$ cat src/rtl/ir_nec_tx.sv
// NEC infrared transmitter: serialises {~cmd, cmd, ~addr, addr} LSB first as
// baseband (ir_out, active-low) and as a carrier-gated LED drive (ir_led).
module ir_nec_tx #(
  parameter int TICK_DIV    = 1,
  parameter int CARRIER_DIV = 2,
  parameter int GAP_TICKS   = 1024
) (
  input  logic       clk,
  input  logic       rst,
  input  logic       send,
  input  logic [7:0] addr,
  input  logic [7:0] cmd,
  output logic       busy,
  output logic       done,
  output logic       ir_out,
  output logic       ir_led
);

  // state      | meaning
  // IDLE       | waiting for send
  // LEAD_MARK  | 256-tick leader mark (low)
  // LEAD_SPACE | 128-tick leader space (high)
  // BIT_MARK   | 16-tick mark before each data bit
  // BIT_SPACE  | 16 (bit 0) or 48 (bit 1) tick space
  // STOP_MARK  | 16-tick closing mark
  // GAP        | GAP_TICKS idle-high ticks before busy drops
  localparam logic [2:0] IDLE       = 3'd0;
  localparam logic [2:0] LEAD_MARK  = 3'd1;
  localparam logic [2:0] LEAD_SPACE = 3'd2;
  localparam logic [2:0] BIT_MARK   = 3'd3;
  localparam logic [2:0] BIT_SPACE  = 3'd4;
  localparam logic [2:0] STOP_MARK  = 3'd5;
  localparam logic [2:0] GAP        = 3'd6;

  localparam int PW = (TICK_DIV > 1) ? $clog2(TICK_DIV) : 1;
  localparam int CW = (CARRIER_DIV > 1) ? $clog2(CARRIER_DIV) : 1;
  localparam int GW = $clog2(GAP_TICKS + 1);

  logic [2:0]    state;
  logic [PW-1:0] pre_cnt;
  logic [8:0]    seg_cnt;
  logic [GW-1:0] gap_cnt;
  logic [4:0]    bit_idx;
  logic [31:0]   frame;
  logic [CW-1:0] car_cnt;
  logic          carrier;

  logic       accept;
  logic       tick;
  logic [8:0] seg_len;
  logic       seg_end;
  logic       gap_end;

  // done blocks accept so the frame after a gap starts no earlier than one cycle later
  assign accept  = (state == IDLE) && send && !done;
  assign tick    = (pre_cnt == PW'(TICK_DIV - 1));
  assign seg_end = tick && (seg_cnt == seg_len - 9'd1);
  assign gap_end = tick && (gap_cnt == GW'(GAP_TICKS - 1));
  assign ir_led  = carrier & ~ir_out;

  always_comb begin
    seg_len = 9'd16;
    case (state)
      LEAD_MARK:  seg_len = 9'd256;
      LEAD_SPACE: seg_len = 9'd128;
      BIT_SPACE:  seg_len = frame[bit_idx] ? 9'd48 : 9'd16;
      default:    seg_len = 9'd16;
    endcase
  end

  always_ff @(posedge clk or posedge rst) begin
    if (rst) begin
      car_cnt <= '0;
      carrier <= 1'b0;
    end else if (accept) begin
      car_cnt <= '0;
      carrier <= 1'b1;
    end else if (car_cnt == CW'(CARRIER_DIV - 1)) begin
      car_cnt <= '0;
      carrier <= ~carrier;
    end else begin
      car_cnt <= car_cnt + 1'b1;
    end
  end

  always_ff @(posedge clk or posedge rst) begin
    if (rst) begin
      state   <= IDLE;
      pre_cnt <= '0;
      seg_cnt <= '0;
      gap_cnt <= '0;
      bit_idx <= '0;
      frame   <= '0;
      busy    <= 1'b0;
      done    <= 1'b0;
      ir_out  <= 1'b1;
    end else begin
      done <= 1'b0;
      if (accept) begin
        frame   <= {~cmd, cmd, ~addr, addr};
        state   <= LEAD_MARK;
        busy    <= 1'b1;
        ir_out  <= 1'b0;
        pre_cnt <= '0;
        seg_cnt <= '0;
        gap_cnt <= '0;
        bit_idx <= '0;
      end else if (state != IDLE) begin
        pre_cnt <= tick ? '0 : pre_cnt + 1'b1;
        if (state == GAP) begin
          if (gap_end) begin
            state   <= IDLE;
            busy    <= 1'b0;
            done    <= 1'b1;
            gap_cnt <= '0;
          end else if (tick) begin
            gap_cnt <= gap_cnt + 1'b1;
          end
        end else if (seg_end) begin
          seg_cnt <= '0;
          case (state)
            LEAD_MARK: begin
              state  <= LEAD_SPACE;
              ir_out <= 1'b1;
            end
            LEAD_SPACE: begin
              state  <= BIT_MARK;
              ir_out <= 1'b0;
            end
            BIT_MARK: begin
              state  <= BIT_SPACE;
              ir_out <= 1'b1;
            end
            BIT_SPACE: begin
              ir_out <= 1'b0;
              if (bit_idx == 5'd31) begin
                state <= STOP_MARK;
              end else begin
                state   <= BIT_MARK;
                bit_idx <= bit_idx + 5'd1;
              end
            end
            STOP_MARK: begin
              state  <= GAP;
              ir_out <= 1'b1;
            end
            default: begin
              state  <= IDLE;
              ir_out <= 1'b1;
            end
          endcase
        end else if (tick) begin
          seg_cnt <= seg_cnt + 9'd1;
        end
      end
    end
  end

endmodule

$ cat config.mk
export PLATFORM = sky130hd
export DESIGN_NAME = ir_nec_tx
export DESIGN_NICKNAME = d
export VERILOG_FILES = /design/src/rtl/ir_nec_tx.sv
export SDC_FILE = /design/constraint.sdc
export NUM_CORES = 1
export LEC_CHECK = 0
export ABC_CLOCK_PERIOD_IN_PS = 5400
export BUFFER_PORTS_ARGS = -buffer_cell sky130_fd_sc_hd__buf_2
export CORE_ASPECT_RATIO = 1.25
export CORE_MARGIN = 3
export CORE_UTILIZATION = 55
export DETAILED_ROUTE_END_ITERATION = 10
export GPL_TIMING_DRIVEN = 1
export HOLD_SLACK_MARGIN = 0.1
export PLACE_DENSITY_LB_ADDON = 0.1
export RECOVER_POWER = 25
export SYNTH_ARGS = -nofsm -noshare
export SYNTH_HDL_FRONTEND = slang
export SYNTH_SLANG_ARGS = --single-unit
$ cat constraint.sdc
create_clock -name clk -period 5.4 [get_ports clk]
set_input_delay 0.27 -clock clk [delete_from_list [all_inputs] [get_ports clk]]
set_output_delay 0.27 -clock clk [all_outputs]
set_load 0.02 [all_outputs]
# Yosys cells after proc, flatten, opt, wreduce, memory -nomap -nowiden
# Index checks and enable logic that the tools add are counted.
# Widths: inputs -> output; s select.
[op_classes]
add_sub_neg = 6
n_lt_le_gt_ge = 1
n_eq_ne = 14
mux = 47
bitwise_logic = 6
n_reduce_logical = 21
[ops]
columns = ["op", "count"]
rows = [
  ["$mux 11", 5],
  ["$mux 9", 5],
  ["$mux 5", 6],
  ["$pmux 9 s3", 1],
  ["$mux 1", 21],
  ["$mux 3", 6],
  ["$not 8->8", 2],
  ["$pmux 3 s5", 1],
  ["$reduce_and 3->1", 5],
  ["$reduce_bool 2->1", 6],
  ["$add 11x1->11 const B", 1],
  ["$eq 11x10->1 const B", 1],
  ["$add 9x1->9 const B", 1],
  ["$eq 3x3->1 const B", 3],
  ["$eq 9x9->1", 1],
  ["$sub 9x1->9 const B", 1],
  ["$eq 3x2->1 const B", 2],
  ["$lt 5x6->1 const B", 1],
  ["$mux 6", 1],
  ["$ne 3x1->1 const B", 2],
  ["$reduce_bool 3->1", 2],
  ["$add 5x1->5 const B", 1],
  ["$bmux 1 s5", 1],
  ["$eq 5x5->1 const B", 1],
  ["other kinds (11)", 18],
]
[totals]
regBits = 66
inputBits = 19
out_inout_bits = 4

# Logic depth before layout (Yosys ltp)
# Gate-level depths: netlist of run 1.
[logic_depth]
depth_word = 11
ltp_mapped = 12

# Worst setup path before layout of run 1
# OpenSTA, ideal clock, no wires.
[synth_path]
kind = "reg2reg"
startpoint = "reg state[2]"
endpoint = "reg state[0]"
arrival_ns = 2.811
slack_ns = 2.465
stages_incl_launch_ff = 12
path_buffers = 3
period_less_slack_ns = 2.935
cell_sequence = "dfrtp_1 clkbuf_1 or2_2 ha_1 xor2_1 mux2_2 o32ai_1 nand4b_1 o2111a_1 buf_6 buf_4 a211o_1"
[synth_between]
elab_chain_len = 7
word_cells_on_any_way = 23
[synth_rtl]
columns = ["element", "line_no", "source"]
rows = [
  ["start: declaration", "39", "logic [2:0] state;"],
  ["start signal: assignment", "88", "state <= IDLE;"],
  ["start signal: assignment", "101", "state <= LEAD_MARK;"],
  ["start signal: assignment", "112", "state <= IDLE;"],
  ["$eq 3x3->1 (tied with other cells)", "63, 121", ""],
  ["$pmux 9 s3", "63", "case (state)"],
  ["$sub 9x1->9", "57", "assign seg_end = tick && (seg_cnt == seg_len - 9'd1);"],
  ["$eq 9x9->1", "57", ""],
  ["$logic_and 1x1->1", "57", ""],
  ["$reduce_bool 3->1 (no line)", "-", ""],
  ["$reduce_and 3->1 (no line)", "-", ""],
]
# Several ways; a longest one is shown, not always the timed one. The select of a mux whose other input is x is not followed.
# A chain may end at the register's enable or synchronous reset.

# Final worst setup path of run 1
[layout_path]
startpoint = "reg state[0]"
endpoint = "reg bit_idx[1]"
[layout_between]
elab_chain_len = 7
word_cells_on_any_way = 19
[layout_rtl]
columns = ["element", "line_no", "source"]
rows = [
  ["$eq 3x3->1 (tied with other cells)", "63, 121", ""],
  ["$pmux 9 s3", "63", ""],
  ["$sub 9x1->9", "57", ""],
  ["$eq 9x9->1", "57", ""],
  ["$logic_and 1x1->1", "57", ""],
  ["$reduce_bool 2->1 (no line)", "-", ""],
  ["$reduce_and 5->1 (no line)", "-", ""],
  ["end signal: assignment", "140", "bit_idx <= bit_idx + 5'd1;"],
  ["end: declaration", "43", "logic [4:0] bit_idx;"],
]
# Several ways; a longest one is shown, not always the timed one.

==> metrics.csv, run 1 <==
metric,value,unit
cts_buffers,9,
final_antenna_net_count,0,
crit_required,5.67,ns
drive_above_1_share,0.1452,
power_density,380.8,mW/mm²
fill_cells,468,
worstSetupPathType,register to register,
setup_ws,1.862,ns
synthToLayoutAreaGrowth,11.04,%
worstSkewPairLatency,0.35,ns
stdcell_count,436,
fin_util,0.6524,
cap_viol_max_count,1,
overflow,0,
synth-main-ff-cell,dfrtp_1,
gp_congestion,0.7952,
period_share,0.6551,
cts-root-buf,clkbuf_8,
yosys_warnings,0,
yosysUniqueCellTypes,54,
io_buffers,22,
final_nets,391,
netlist_area,0.003308,mm²
regArea,0.001628,mm²
syn-num-nets,374,
h-tree-depth,3,
endpoint_kind,register,
wl_per_cell,15.33,µm
tightest_slew,3.400,ns
status,finished with violations,
die_h,92.71,µm
core_area,0.005630,mm²
cts_tree,yes,
synth.avg_cell_area,9.452,µm²
grt_pass1_wl,11650,µm
worstPathArrival,3.81,ns
clock_sinks,65,
slew-limit-headroom,-1.267,
drt_first_pass_iters,5,
synth_edf_count,0,
grt_max_degree,66,
drc_errors,0,
cts_resized,0,
slew_viol_final,66,
rows,30,
cp-start-kind,register,
drtIter0Drc,145,
die_area,0.006987,mm²
multi_input_area,0.001549,mm²
violations,"capacitance limit, slew limit",
path_clk_slew,0.07,ns
clock_skew,0.009299,ns
clock.fmax,282.7,MHz
ir_drop,0.2966,mV
via_count,2525,
viasPerCell,5.791,
drt_wl_total,6686,µm
hold-worst-slack,0.1166,ns
yosysSeqAreaShare,0.4921,
initial_core_util,0.5876,
antenna_found_initial,0,
clockBufferDepth,2,
die_x,75.37,µm
crit_fanout,19,
antennaDiodeCount,0,
grt_pass1_vias,2497,
dp_slack,1.878,ns
ioPinCount,23,
finalHoldViolCount,0,
p_leak,1.663,nW
synth-seq-cells,65,
fin_setup_tns,0,ns
async_flop_share,1.000,
syn_inst,350,
grt_setup_unrepaired,false,
setup_violations,0,
numPlacedInstances,419,
post-dp-hpwl,4418,µm
period_minus_slack,3.538,ns
grtUsageTotal,0.2169,
hp-class,input pin to register,
## layout by cell type, fill, tap and decap left out, drive strengths merged, types with 2 or more instances in the layout
master and instances:
a22oi 2, a31oi 6, bufinv 3, mux2i 5, or3 4, ha 5
and3 5, nand2 80, nor2 19, inv 11, o21a 6, and4 2
nor4 3, nand2b 5, nor2b 2, o21ai 27, mux2 5, o31ai 2
nand4 8, xnor2 2, nor3b 2, a211o 2, o22ai 2, a21oi 11
nand3b 2, dfrtp 64, nand3 14, buf 23, nor3 6, xor2 4
mux4 6, clkbuf 12, o211ai 2, a32oi 2
## what timing repair did
action,CTS,global route
hold buffers,1,0
endpoints found under the hold margin,1,0
setup buffers,0,0
## where the power goes
part | total (mW) | internal (mW) | switching [mW]
logic | 0.219 | 0.109 | 0.110
registers | 0.669 | 0.590 | 0.0788
clock network | 0.511 | 0.319 | 0.192
## critical path, cell delays in order, from the launching register on
cell	delay, ns
dfrtp_1	0.51
nand2b_1	0.25
a21oi_1	0.31
ha_1	0.23
xor2_1	0.19
mux2_2	0.37
o32ai_1	0.40
nand4b_1	0.18
o2111a_1	0.42
nor3_2	0.36
mux2i_1	0.25
## path summary, 6_finish.rpt
| kind | from | endpoint | slack, ns | cells after the start |
|---|---|---|---|---|
| max reg2reg | state[0] | bit_idx[1] | 1.86 | 10 |
| min | addr[0] | frame[0] | 0.12 | 3 |
| max in group asynchronous | rst | seg_cnt[5] | 2.27 | 3 |
| max | state[0] | bit_idx[1] | 1.86 | 10 |
| min reg2reg | car_cnt | car_cnt | 0.45 | 1 |
| min in group asynchronous | rst | frame[11] | 1.23 | 3 |
## registers in the layout (all words and copies together), names as in the netlist
signal / count
carrier: 1
bit_idx: 5
done: 1
frame: 32
car_cnt: 1
seg_cnt: 9
busy: 1
state: 3
ir_out: 1
gap_cnt: 11
## metrics by stage
step | power [mW] | instance area, µm²
CTS | 1.408 | 3677
detailed placement | 0.9000 | 3423
floorplan | 0.8306 | 3308
global placement | 0.8838 | 3423
global route | 1.474 | 3674
finish | 1.399 | 3674
## per-layer routing
metal | part of all wire | global-route usage | vias to the layer above | wire, µm
li1 | - | - | 1272 | -
met1 | 0.46 | 0.2890 | 1213 | 3056
met2 | 0.50 | 0.3422 | 34 | 3352
met3 | 0.029 | 0.04235 | 6 | 194
met4 | 0.012 | 0.08746 | 0 | 82
met5 | 0 | 0 | - | 0
## final cells by class
cell class / count / share of cell area
Sequential cell: 65 / 0.4431
Multi-Input combinational cell: 255 / 0.4217
Clock buffer: 11 / 0.03849
Timing Repair Buffer: 25 / 0.03576
Clock inverter: 5 / 0.02793
Tap cell: 64 / 0.02180
Inverter: 11 / 0.01124
## cell usage after synthesis (2+ instances only)
cell | count | area share
o31ai_1 | 2 | 0.0045
xor2_1 | 4 | 0.011
and4_1 | 2 | 0.0053
or3_1 | 4 | 0.0076
mux2i_1 | 5 | 0.015
o21ai_0 | 27 | 0.041
nand3b_1 | 2 | 0.0045
dfrtp_1 | 64 | 0.48
a211o_1 | 2 | 0.0053
nor4_1 | 3 | 0.0057
nand3_1 | 13 | 0.020
nand2_1 | 80 | 0.091
nor2_1 | 19 | 0.022
buf_4 | 2 | 0.0045
nor3b_1 | 2 | 0.0045
o22ai_1 | 2 | 0.0038
o211ai_1 | 2 | 0.0045
inv_1 | 11 | 0.012
nand4_1 | 8 | 0.015
and3_1 | 5 | 0.0095
a32oi_1 | 2 | 0.0053
buf_6 | 2 | 0.0068
clkbuf_1 | 13 | 0.015
a21oi_1 | 11 | 0.017
mux2_2 | 5 | 0.017
a22oi_1 | 2 | 0.0045
a31oi_1 | 6 | 0.011
xnor2_1 | 2 | 0.0053
nor2b_1 | 2 | 0.0038
nor3_1 | 5 | 0.0076
ha_1 | 5 | 0.019
o21a_1 | 6 | 0.014
mux4_2 | 5 | 0.034
nand2b_1 | 5 | 0.0095
## kinds of logic (layout without fill, tap and decap cells)
family,count (synthesis),after routing,share of synthesized area
simple gates,159,159,0.2277
compound gates,69,69,0.1301
xor+xnor,6,6,0.01588
flops,65,65,0.4921
fa+ha+maj,5,5,0.01891
mux,16,16,0.07413
buf+inv,30,52,0.04122
(Power assumes the default switching activity.)
==> inputs of run 2 (changes only) <==
--- a/config.mk
+++ b/config.mk
@@ -5,11 +5,11 @@
 export SDC_FILE = /design/constraint.sdc
 export NUM_CORES = 1
 export LEC_CHECK = 0
-export ABC_CLOCK_PERIOD_IN_PS = 5400
+export ABC_CLOCK_PERIOD_IN_PS = 3000
 export BUFFER_PORTS_ARGS = -buffer_cell sky130_fd_sc_hd__buf_2
 export CORE_ASPECT_RATIO = 1.25
 export CORE_MARGIN = 3
-export CORE_UTILIZATION = 55
+export CORE_UTILIZATION = 54
 export DETAILED_ROUTE_END_ITERATION = 10
 export GPL_TIMING_DRIVEN = 1
 export HOLD_SLACK_MARGIN = 0.1
==> constraint.sdc (replaced) <==
create_clock -name clk -period 3 [get_ports clk]
set_input_delay 0.15 -clock clk [delete_from_list [all_inputs] [get_ports clk]]
set_output_delay 0.15 -clock clk [all_outputs]
set_load 0.02 [all_outputs]
==> run 2 against run 1 <==
Compared with the run above: the flow still finishes with violations (capacitance limit, slew limit); core utilization rose by 2.5 points; non-clock buffer count rose by 27; count of clock-buffer cells in the layout rose by 2; combinational power rose by 98%; total power rose by 71%; clock skew fell by 0.0021 ns; cell count rose by 10%; flip-flop and latch count did not move; critical path depth did not move; register-to-register slack got worse by 1.7 ns.
==> metrics.csv, run 2 (synthesis gave the netlist of run 1 again) <==
metric,value,unit
status,finished with violations,
violations,"capacitance limit, slew limit",
crit_fanout,6,
grt_pass1_vias,2693,
crit_required,3.27,ns
met3_length,237,µm
clockBufferDepth,2,
routed.top_layer,met4,
power_density,603.2,mW/mm²
ir_drop,0.4723,mV
largest-register,frame,
drc_errors,0,
h-tree-depth,3,
largestRegisters,"frame (32), gap_cnt (11), seg_cnt (9)",
wl_met2,3533,µm
initial_core_util,0.5648,
stdcell_count,481,
worstSetupPathType,register to register,
worstSkewPairLatency,0.34,ns
setup_violations,0,
grtUsageTotal,0.2179,
viasPerCell,5.655,
final_antenna_net_count,0,
largest_reg_flops,32,
max_stage_delay,0.37,ns
cts_buffers,9,
layout_common_cells,"nand2_1, dfrtp_1, o21ai_0, nor2_1, buf_2",
drt_wl_total,7131,µm
die_h,93.51,µm
worstPathArrival,3.13,ns
final_common_cell,nand2_1,
drtIter0Drc,189,
crit_chain,nand2b_2 -> or2_2 -> ha_1 -> xor2_2 -> mux2_4 -> o32ai_4 -> nand4_1 -> o2111a_2 -> or3_1 -> a21oi_1,
overflow,0,
finalHoldViolCount,0,
die_x,76.01,µm
endpoint_kind,register,
gp_congestion,0.8694,
slowest_stage,dfrtp_1,
post-dp-hpwl,4585,µm
period_share,0.9539,
rows,31,
antennaDiodeCount,0,
die_area,0.007107,mm²
p_total,2.392,mW
numPlacedInstances,448,
path_clk_slew,0.07,ns
cp-start-kind,register,
slew_viol_final,66,
clock_skew,0.007169,ns
grt_setup_unrepaired,true,
hp-class,input pin to register,
clock_sinks,65,
wl_met1,3217,µm
slew-limit-headroom,-0.06402,
antenna_found_initial,0,
clock.fmax,349.4,MHz
tightest_slew,1.596,ns
via_count,2720,
grt_pass1_wl,12320,µm
final_nets,418,
io_buffers,22,
ioPinCount,23,
drt_first_pass_iters,4,
drive_above_1_share,0.1754,
wl_per_cell,14.83,µm
cts-root-buf,clkbuf_8,
synthToLayoutAreaGrowth,19.86,%
period_minus_slack,2.862,ns
cts_tree,yes,
grt_max_degree,66,
core_area,0.005857,mm²
cap_viol_max_count,1,
p_leak,1.777,nW
run 2: changes by cell type in the layout (fill, tap and decap cells not counted), moves of 2 or more:
cell           before  now
dlygate4sd3_1       1   17
bufinv_16           3    1
buf_2              22   19
buf_4               1   11
clkbuf_1            2    5
run 2: worst max-delay path, delay by kind of cell (launching register included):
family          cells  cell delay (ns)
compound gates      3             0.66
flops               1             0.37
xor+xnor            1             0.17
mux                 1             0.35
fa+ha+maj           1             0.23
simple gates        4             1.00
run 2: per-stage QoR:
stage	util	TNS (ns)	setup WS [ns]	area [µm²]	hold WS, ns
3_3_place_gp	0.6024	0	0.1112	3528	0.3340
5_1_grt	0.6770	-0.0004508	-0.0004508	3965	0.3903
2_1_floorplan	-	0	0.06484	3308	0.2347
6_report	0.6770	0	0.1384	3965	0.3565
4_1_cts	0.6667	0	0.06968	3905	0.3579
3_5_place_dp	0.6024	-0.003463	-0.003463	3528	0.3418
run 2: what timing repair did:
| action | CTS | global route |
|---|---|---|
| hold endpoints to repair | 96 | 0 |
| setup buffers | 0 | 0 |
| hold buffers | 17 | 0 |
| endpoints found under the setup margin | 7 | 17 |
| resized for setup | 1 | 11 |
| pin swaps | 0 | 2 |
run 2: layer usage:
metal,global-route usage,vias to the layer above
li1,-,1329
met1,0.2680,1322
met2,0.3720,55
met3,0.03757,14
met4,0.1103,0
met5,0,-
run 2: layout make-up:
cell class,instances,area (µm²)
Fill cell,481,1892
Sequential cell,65,1628
Multi-Input combinational cell,255,1619
Timing Repair Buffer,52,375.4
Clock buffer,13,158.9
Tap cell,82,102.6
Inverter,11,41.29
Clock inverter,3,40.04
run 2: power by group:
group	switching [mW]	leakage, nW	internal, mW	total, mW
logic	0.210	0.850	0.223	0.433
clock network	0.331	0.103	0.427	0.759
registers	0.138	0.824	1.06	1.20
run 2: final timing paths:
kind,from,endpoint,slack (ns),cells past startpoint
setup / recovery,state[0],bit_idx[3],0.14,10
hold / removal,send,car_cnt,0.36,3
setup reg to reg,state[0],bit_idx[3],0.14,10
hold reg to reg,car_cnt,car_cnt,0.46,1
max in group asynchronous,rst,frame[31],1.16,4
min in group asynchronous,rst,frame[8],0.90,4
==> inputs of run 3 (changes only) <==
--- a/config.mk
+++ b/config.mk
@@ -9,7 +9,7 @@
 export BUFFER_PORTS_ARGS = -buffer_cell sky130_fd_sc_hd__buf_2
 export CORE_ASPECT_RATIO = 1.25
 export CORE_MARGIN = 3
-export CORE_UTILIZATION = 54
+export CORE_UTILIZATION = 40
 export DETAILED_ROUTE_END_ITERATION = 10
 export GPL_TIMING_DRIVEN = 1
 export HOLD_SLACK_MARGIN = 0.1
==> run 3 against run 2 <==
Compared with the run above: the run now ends clean; total power increased by 2.3%; fmax about the same; first-iteration DRC count decreased by 40%; clock power increased by 8.2%; worst hold slack improved by 0.064 ns; die area increased by 32%; critical path type unchanged; critical endpoint is now state[0].
==> metrics.csv, run 3 (synthesis gave the netlist of run 1 again) <==
metric,value,unit
status,"finished, final reports clean",
min_to,car_cnt,
startpoint,state[0],
viasPerCell,5.267,
core_area,0.007928,mm²
die_h,107.7,µm
max_stage_delay,0.37,ns
reg2regPathDepth,11,
grt_max_degree,52,
setup_ws,0.1399,ns
crit_required,3.29,ns
slew_viol_final,0,
clock_sinks,65,
overflow,0,
cts_buffers,9,
gp_congestion,0.8084,
initial_core_util,0.4173,
final_common_cell,nand2_1,
hold_depth,3,
ioPinCount,23,
largest-register,frame,
antennaDiodeCount,0,
slowest_stage,dfrtp_1,
fill_cells,716,
post-dp-hpwl,4928,µm
wl_per_cell,14.92,µm
largestRegisters,"frame (32), gap_cnt (11), seg_cnt (9)",
period_minus_slack,2.860,ns
via_count,2602,
hp-class,input pin to register,
place_area,0.003565,mm²
drive_above_1_share,0.1679,
grt_pass1_wl,12660,µm
cts_tree,yes,
grt_pass1_vias,2615,
r2r-start,state[0],
synthToLayoutAreaGrowth,20.69,%
ir_drop,0.3598,mV
clockBufferDepth,2,
io_buffers,22,
grt_setup_unrepaired,false,
drc_errors,0,
drt_wl_total,7371,µm
multi_input_area,0.001600,mm²
tightest_slew,1.266,ns
path_clk_slew,0.07,ns
cp-start-kind,register,
antenna_found_initial,0,
regArea,0.001628,mm²
die_area,0.009404,mm²
crit_fanout,7,
drtIter0Drc,113,
power_density,613.0,mW/mm²
dp_slack,-0.01268,ns
largest_reg_flops,32,
p_leak,1.785,nW
slew-limit-headroom,0.1549,
h-tree-depth,3,
p_total,2.448,mW
numPlacedInstances,462,
drt_first_pass_iters,4,
setup_violations,0,
hold-worst-slack,0.4201,ns
cts-root-buf,clkbuf_8,
endpoint_kind,register,
rows,36,
worstSetupPathType,register to register,
clock.fmax,349.6,MHz
min-delay-start,send,
worstPathArrival,3.15,ns
worstSkewPairLatency,0.35,ns
reg2reg_to,state[0],
grtUsageTotal,0.1749,
crit_chain,nand2b_1 -> or2_2 -> ha_1 -> xor2_2 -> mux2_4 -> o32ai_4 -> nand4_1 -> o2111a_2 -> buf_4 -> nor4_1 -> a211o_1,
final_antenna_net_count,0,
die_x,87.34,µm
stdcell_area,0.003993,mm²
final_nets,419,
layout_common_cells,"nand2_1, dfrtp_1, o21ai_0, nor2_1, buf_2",
clock_skew,0.01161,ns
finalHoldViolCount,0,
rrSetupSlack,0.14,ns
cap_viol_max_count,0,
stdcell_count,494,
fin_setup_tns,0,ns
period_share,0.9534,
fin_util,0.5036,
==> run 3: cell types whose count changed in the layout (fill, tap and decap cells not counted), sizes merged <==
| cell | before | now |
|---|---|---|
| clkinv | 2 | 1 |
| buf | 31 | 33 |
| clkbuf | 17 | 15 |
| bufinv | 1 | 2 |
==> run 3: power breakdown <==
group / total, mW / switching (mW) / leakage [nW] / internal, mW
Combinational: 0.430 / 0.206 / 0.854 / 0.224
Sequential: 1.20 / 0.135 / 0.825 / 1.06
Clock: 0.821 / 0.335 / 0.106 / 0.486
==> run 3: final cells by class <==
cell class,instances,share of cell area
Clock buffer,12,0.03635
Clock inverter,3,0.01630
Inverter,11,0.01034
Multi-Input combinational cell,255,0.4008
Sequential cell,65,0.4077
Tap cell,95,0.02977
Timing Repair Buffer,53,0.09872
==> run 3: worst max-delay path by stage <==
stage                       to  slack (ns)
CTS                   state[0]        0.07
finish                state[0]        0.14
global route        bit_idx[3]       0.001
detailed placement  bit_idx[4]       -0.01
global placement      state[0]        0.09
floorplan             state[0]        0.06
==> run 3: critical path: cells and delay by family, from the launching register on <==
family | cells | cell delay [ns]
AO/OA/AOI/OAI | 3 | 0.67
XOR/XNOR | 1 | 0.17
adder cells (fa/ha/maj) | 1 | 0.22
buffers and inverters | 1 | 0.17
flip-flops | 1 | 0.37
multiplexers | 1 | 0.34
AND/OR/NAND/NOR | 4 | 0.84
==> run 3: timing repair <==
action                                  in CTS  in global routing
pin swaps                                    0                  2
hold buffers                                17                  0
hold endpoints to repair                    60                  0
gates resized for setup                      2                  7
endpoints found under the setup margin       4                 16
cloned                                       0                  0
buffers inserted                             0                  0
==> run 3: per-layer routing <==
| metal | share of wire | vias up | GRT usage |
|---|---|---|---|
| met2 | 0.50 | 25 | 0.2813 |
| met4 | 0.025 | 0 | 0.09101 |
| met1 | 0.46 | 1240 | 0.2245 |
| met3 | 0.018 | 11 | 0.02757 |
| li1 | - | 1326 | - |
| met5 | 0 | - | 0 |
